==> src/rtl/board_ctrl.sv <==
// 4x4 paint board controller: cursor moves and paint edits go to a shadow board,
// which is snapshotted (with a blinking cursor overlay) to x1..x4 once per frame.
module board_ctrl #(
  parameter int          BLINK_FRAMES = 30,
  parameter logic [11:0] CLEAR_COLOR  = 12'h000,
  parameter logic [11:0] CURSOR_COLOR = 12'hFFF
) (
  input  logic        clk,
  input  logic        rstN,
  input  logic        btnUp,
  input  logic        btnDown,
  input  logic        btnLeft,
  input  logic        btnRight,
  input  logic        btnCenter,
  input  logic        clearReq,
  input  logic [11:0] colorSel,
  input  logic        frameStart,
  output logic [47:0] x1,
  output logic [47:0] x2,
  output logic [47:0] x3,
  output logic [47:0] x4,
  output logic [1:0]  cursorRow,
  output logic [1:0]  cursorCol,
  output logic        busy
);

  typedef enum logic {IDLE, DIRTY} state_t;

  typedef enum logic [2:0] {
    ACT_NONE, ACT_CLEAR, ACT_CENTER, ACT_UP, ACT_DOWN, ACT_LEFT, ACT_RIGHT
  } action_t;

  localparam int                CNT_W    = (BLINK_FRAMES > 1) ? $clog2(BLINK_FRAMES) : 1;
  localparam logic [CNT_W-1:0]  CNT_LAST = CNT_W'(BLINK_FRAMES - 1);

  state_t            state;
  action_t           action;
  logic [5:0]        prev;
  logic [5:0]        level;
  logic [5:0]        rise;
  logic [11:0]       shadow [16];
  logic [3:0]        cursor_idx;
  logic [191:0]      commit_flat;
  logic              blink_on;
  logic [CNT_W-1:0]  blink_cnt;

  // Bit order {clear, center, up, down, left, right} matches action priority.
  assign level      = {clearReq, btnCenter, btnUp, btnDown, btnLeft, btnRight};
  assign rise       = level & ~prev;
  assign cursor_idx = {cursorRow, cursorCol};

  always_comb begin
    action = ACT_NONE;
    if      (rise[5]) action = ACT_CLEAR;
    else if (rise[4]) action = ACT_CENTER;
    else if (rise[3]) action = ACT_UP;
    else if (rise[2]) action = ACT_DOWN;
    else if (rise[1]) action = ACT_LEFT;
    else if (rise[0]) action = ACT_RIGHT;
  end

  // Frame image built from the current (pre-edge) shadow; cell i = 4*row + col.
  always_comb begin
    commit_flat = '0;
    for (int i = 0; i < 16; i++) begin
      commit_flat[12*i +: 12] = (blink_on && cursor_idx == 4'(i)) ? CURSOR_COLOR
                                                                   : shadow[4'(i)];
    end
  end

  always_ff @(posedge clk) begin
    if (!rstN) begin
      // NOTE: the shadow board is reset cell by cell because a clear board is
      // observable after reset; this costs a reset on every shadow flop.
      for (int i = 0; i < 16; i++) shadow[4'(i)] <= CLEAR_COLOR;
      prev      <= '1;
      cursorRow <= '0;
      cursorCol <= '0;
      blink_on  <= 1'b0;
      blink_cnt <= '0;
      state     <= IDLE;
      busy      <= 1'b0;
      x1        <= {4{CLEAR_COLOR}};
      x2        <= {4{CLEAR_COLOR}};
      x3        <= {4{CLEAR_COLOR}};
      x4        <= {4{CLEAR_COLOR}};
    end else begin
      prev <= level;

      if (frameStart) begin
        x1 <= commit_flat[47:0];
        x2 <= commit_flat[95:48];
        x3 <= commit_flat[143:96];
        x4 <= commit_flat[191:144];
        if (blink_cnt == CNT_LAST) begin
          blink_cnt <= '0;
          blink_on  <= ~blink_on;
        end else begin
          blink_cnt <= blink_cnt + CNT_W'(1);
        end
      end

      unique case (action)
        ACT_CLEAR: begin
          for (int i = 0; i < 16; i++) shadow[4'(i)] <= CLEAR_COLOR;
          cursorRow <= '0;
          cursorCol <= '0;
        end
        ACT_CENTER: shadow[cursor_idx] <= colorSel;
        ACT_UP:     cursorRow <= cursorRow - 2'd1;
        ACT_DOWN:   cursorRow <= cursorRow + 2'd1;
        ACT_LEFT:   cursorCol <= cursorCol - 2'd1;
        ACT_RIGHT:  cursorCol <= cursorCol + 2'd1;
        default: ;
      endcase

      // An edit landing on a frame pulse keeps the board dirty for the next frame.
      if (action != ACT_NONE) begin
        state <= DIRTY;
        busy  <= 1'b1;
      end else if (frameStart) begin
        state <= IDLE;
        busy  <= 1'b0;
      end
    end
  end

endmodule

==> config.mk <==
export PLATFORM = sky130hd
export DESIGN_NAME = board_ctrl
export DESIGN_NICKNAME = d
export VERILOG_FILES = /design/src/rtl/board_ctrl.sv
export SDC_FILE = /design/constraint.sdc
export NUM_CORES = 1
export LEC_CHECK = 0
export CORE_ASPECT_RATIO = 1.5
export CORE_MARGIN = 10
export CORE_UTILIZATION = 53
export CTS_CLUSTER_DIAMETER = 60
export CTS_CLUSTER_SIZE = 8
export DETAILED_ROUTE_END_ITERATION = 7
export GPL_TIMING_DRIVEN = 0
export PLACE_DENSITY = 0.79
export SYNTH_ARGS = -nofsm -noshare
export SYNTH_HDL_FRONTEND = slang
export SYNTH_SLANG_ARGS = --single-unit
==> constraint.sdc <==
create_clock -name clk -period 3.7 [get_ports clk]
set_input_delay 0.74 -clock clk [delete_from_list [all_inputs] [get_ports clk]]
set_output_delay 0.74 -clock clk [all_outputs]
set_load 0.05 [all_outputs]
# Word-level counts from Yosys, hierarchy flattened
# Memories as Yosys holds them, arrays and structs flattened.
# Cells that the tools add are included.
[word_totals]
regBits = 209
ramBits = 192
inputBits = 21
output_inout_bits = 197
wordCells = 133
memories = 1
[memory_table]
columns = ["memory", "depth", "width", "rd", "rd_clocked_by_memory_dff", "wr", "line", "rtl"]
rows = [
  ["shadow", 16, 12, 16, 0, 16, "41", "logic [11:0] shadow [16];"],
]
[classes]
addsub = 5
eq_ne = 22
muxes = 53
bitwise = 19
reduce_logical = 23
[op_table]
columns = ["op", "count"]
rows = [
  ["two-way mux 12 bit", 33],
  ["equality test 4 bit (second input constant)", 8],
  ["two-way mux 3 bit", 6],
  ["equality test 4 x 3 -> 1 bit (second input constant)", 4],
  ["logical AND 1 bit", 16],
  ["OR 1 bit", 16],
  ["one-hot mux 2 bit (3 select lines)", 2],
  ["OR reduction 12 bit", 1],
  ["two-way mux 1 bit", 10],
  ["equality test 3 bit (second input constant)", 3],
  ["nonzero test 3 bit", 3],
  ["equality test 4 x 2 -> 1 bit (second input constant)", 2],
  ["bitwise AND 6 bit", 1],
  ["equality test 3 x 2 -> 1 bit (second input constant)", 2],
  ["inverter 6 bit", 1],
  ["adder 5 x 1 -> 5 bit (second input constant)", 1],
  ["equality test 5 bit (second input constant)", 1],
  ["two-way mux 5 bit", 1],
  ["adder 2 x 1 -> 2 bit (second input constant)", 2],
  ["equality test 4 x 1 -> 1 bit (second input constant)", 1],
  ["zero test 4 bit", 1],
  ["two-way mux 4 bit", 1],
  ["subtractor 2 x 1 -> 2 bit (second input constant)", 2],
  ["equality test 3 x 1 -> 1 bit (second input constant)", 1],
  ["other kinds (3)", 3],
]

# Logic depth before layout (Yosys ltp)
[depth]
word_depth = 14
ltp_mapped = 6
depth_no_buf = 6

# Worst setup path before layout
# OpenSTA, ideal clock, no wires.
[synth_timing]
path_kind = "input-to-reg"
startpoint = "input port clearReq"
endpoint = "memory shadow[11][0] (enable)"
setup_time_ps = 398
t_arrival_ps = 2420
setup_slack_ps = 883
cell_stages = 5
cell_sequence = "nor2b_1 nor3_4 nand2_1 buf_2 o21ai_0"
[synth_rtl]
columns = ["item", "line", "rtl"]
rows = [
  ["start, declared", "15", "input logic clearReq,"],
  ["end, declared", "41", ""],
]

==> out/metrics.csv <==
stage,metric,value,unit
floorplan,initial core utilization,0.537,
clocking,clock root buffer,clkbuf_16,
logic_synthesis,Synth Warn #,0,
sta,"Slew Viols, Final",0,
global_route,initial antenna violation count,0,
routing,Routed Antenna Nets,0,
routing,DR iter-0 viols,1129,
clocking,CTS tree,yes,
clocking,post-cts sizing count,0,
sta,Final Skew,0.0153,ns
worst_setup_path,Critical Path End Type,register,
sta,FMAX,322,MHz
sta,TNS Setup,0,ns
floorplan,Die H,220,um
final_layout,share of post-route cells with drive strength above 1,0.219,
pwr,Leakage,6.81,nW
global_route,first-pass GRT wire length,61.5,mm
logic_synthesis,top-count cell post-synth,dfxtp_1,
worst_setup_path,crit path max fanout,12,
worst_setup_path,critical path data arrival time,3.28,ns
logic_synthesis,post-synthesis sequential area ratio,0.703,
global_route,Global Route Usage Sum,0.234,
worst_setup_path,FF-to-FF Start,prev[4],
outcome,outcome,finished clean,
sta,RSZ-0062 raised after global routing,no,
clocking,Worst-Skew Late Latency,0.56,ns
hold_path,Hold Path Origin,shadow[2][1],
worst_setup_path,crit start category,input port,
logic_synthesis,Seq cells post-synth,401,
sta,Setup-failing EPs final,0,
hold_path,WHS Endpoint,x1[25],
worst_setup_path,Reg2Reg Setup Slack,0.93,ns
floorplan,I/O pin count,218,
logic_synthesis,number of synthesized flops with an enable pin,192,
logic_synthesis,async set-reset flop share out of synthesis,0,
worst_setup_path,worst setup path class,in -> reg,
run,maxcap violations,0,
routing,vias,10245,
logic_synthesis,dominant synthesized flop cell,dfxtp_1,
final_layout,antenna cells,0,
pwr,maximum vdd drop,0.000450,V
clocking,"Reg clk slew, reported paths",0.06,ns
clocking,H-tree Lvls,2,
logic_synthesis,Post-Synthesis Cells,1056,
hold_path,Worst Hold Depth,1,
worst_setup_path,R2R depth,5,
logic_synthesis,Syn Std Cell Area,14200,sq um
placement,estimated wirelength of the detail-placed design,29.5,mm
floorplan,die width,153,um
clocking,Clock Path Buffers,3,
worst_setup_path,Worst EP required,3.87,ns
final_layout,Final #Nets,1364,
worst_setup_path,worst r2r dst,shadow[5][4],
logic_synthesis,dominant cells by area after synthesis,"edfxtp_1, dfxtp_1, o221a_2",
pwr,pwr dens,596,nW/um^2
final_layout,area grow syn2layout,30.0,%
routing,via/cell ratio,5.96,
final_layout,filler instances,1773,
logic_synthesis,Synth Net Count,1079,
sta,Hold Fails Final Rpt,0,
logic_synthesis,most frequent cells after synthesis,"dfxtp_1, nor2_1, edfxtp_1",
routing,DR WL/cell,23.9,um
sta,Worst-Margin Slew,1.14,ns
logic_synthesis,Yosys top cell by area,edfxtp_1,
clocking,CTS Buf Count,56,
global_route,total grt overflow,0,
logic_synthesis,top cell type's share of synthesized area,0.407,
routing,Initial DRT Pass Iterations,6,
clocking,hold buffers post-CTS,0,
global_route,largest net degree at the start of global routing,14,
final_layout,final core utilization,0.698,
global_route,vias in the first global route,10506,
sta,Slew headroom,0.235,
clocking,post-CTS setup buffers,0,
routing,DRC viols,0,
floorplan,die area,33800,sq um
logic_synthesis,Synth cell types,41,
floorplan,Core ar.,26400,sq um
clocking,CTS Sinks,401,
sta,Final min period,3.11,ns
sta,Tcrit/Tclk final,0.839,
logic_synthesis,Mean Syn Cell Area,13.4,sq um
floorplan,Std-Cell Rows,73,
hold_path,HP Class,reg -> reg,
placement,IO buf count,216,
final_layout,FF/Latch Area,9950,sq um
routing,Post-Route WL,41.1,mm
placement,GPL Wtd Cong,0.881,
final_layout,multi-input gate area in the final layout,3800,sq um
## cell usage in the layout (no fill, tap or decap), types with 2 or more instances in the layout
cell type	netlist	routed
a21oi_1	2	2
and2_1	2	2
buf_1	2	2
buf_2	35	36
buf_4	4	14
clkbuf_1	49	90
clkbuf_16	0	57
clkdlybuf4s50_1	0	216
dfxtp_1	209	209
edfxtp_1	192	192
ha_1	2	2
inv_1	2	2
nand2_1	75	75
nand2b_1	13	13
nand3_1	3	3
nand4_1	2	2
nor2_1	202	202
nor2b_1	8	8
nor4_1	2	2
o21ai_0	17	6
o21ai_1	16	27
o21ai_2	4	4
o221a_1	7	7
o221a_2	185	185
or3_1	2	2
xnor2_1	2	2
xor2_1	3	3
## state kept, by name, summed over array words and instances, names as in the netlist
| name | flops |
|---|---|
| blink_cnt | 5 |
| blink_on | 1 |
| busy | 1 |
| cursorCol | 2 |
| cursorRow | 2 |
| prev | 6 |
| shadow | 192 |
| x1 | 48 |
| x2 | 48 |
| x3 | 48 |
| x4 | 48 |
## where the power goes
group	internal, mW	switching (mW)	total [mW]	leakage, nW
logic	0.424	0.903	1.33	2.31
clock network	2.84	1.78	4.62	0.755
registers	4.90	0.134	5.03	3.75
## worst max-delay path by stage
stage,start,end,slack (ns),cells past startpoint
detailed placement,rstN,shadow[5][5],0.09,6
CTS,rstN,shadow[5][4],0.66,6
floorplan,clearReq,shadow[11][0],0.88,5
global placement,clearReq,shadow[11][10],-0.29,6
global route,btnCenter,shadow[5][10],0.56,6
finish,rstN,shadow[5][4],0.59,6
## through the flow
step	hold slack (ns)	total power [mW]	worst slack (ns)	instance area, sq um	cells
global placement	0.495	6.40	-0.286	16700	1609
global route	0.524	11.3	0.555	18400	1719
finish	0.508	11.0	0.594	18400	1719
floorplan	0.480	5.91	0.883	14200	1056
detailed placement	0.499	6.43	0.0891	16800	1620
CTS	0.507	11.0	0.664	18400	1719
## per-layer routing
layer | vias up | track usage | wire length [um]
met5 | - | 0 | 0
met4 | 0 | 0.135 | 2340
met3 | 140 | 0.0668 | 4090
met2 | 579 | 0.401 | 20400
met1 | 4951 | 0.257 | 14300
li1 | 4575 | - | -
## cell type report
cell class | instances | area share
clock buffer | 98 | 0.0858
inverter | 3 | 0.000611
sequential | 401 | 0.540
buffer | 91 | 0.0218
clock inverter | 1 | 0.000476
tap | 337 | 0.0229
multi-input combinational | 561 | 0.206
timing repair buffer | 227 | 0.122
## logic make-up (layout without fill, tap and decap cells)
family	count (synthesis)	after routing	share of synthesized area
adder cells (fa/ha/maj)	2	2	0.00177
buffers and inverters	94	420	0.0292
AO/OA/AOI/OAI	236	236	0.171
flip-flops	401	401	0.703
multiplexers	2	2	0.00150
AND/OR/NAND/NOR	316	316	0.0913
XOR/XNOR	5	5	0.00309
## worst max-delay path, cell delays in order
cell and delay [ns]:
clkdlybuf4s50_1 0.53, inv_2 0.11, nor3_4 0.38, nand2_1 0.34, buf_2 0.32, o21ai_1 0.85
(Power assumes the default switching activity.)
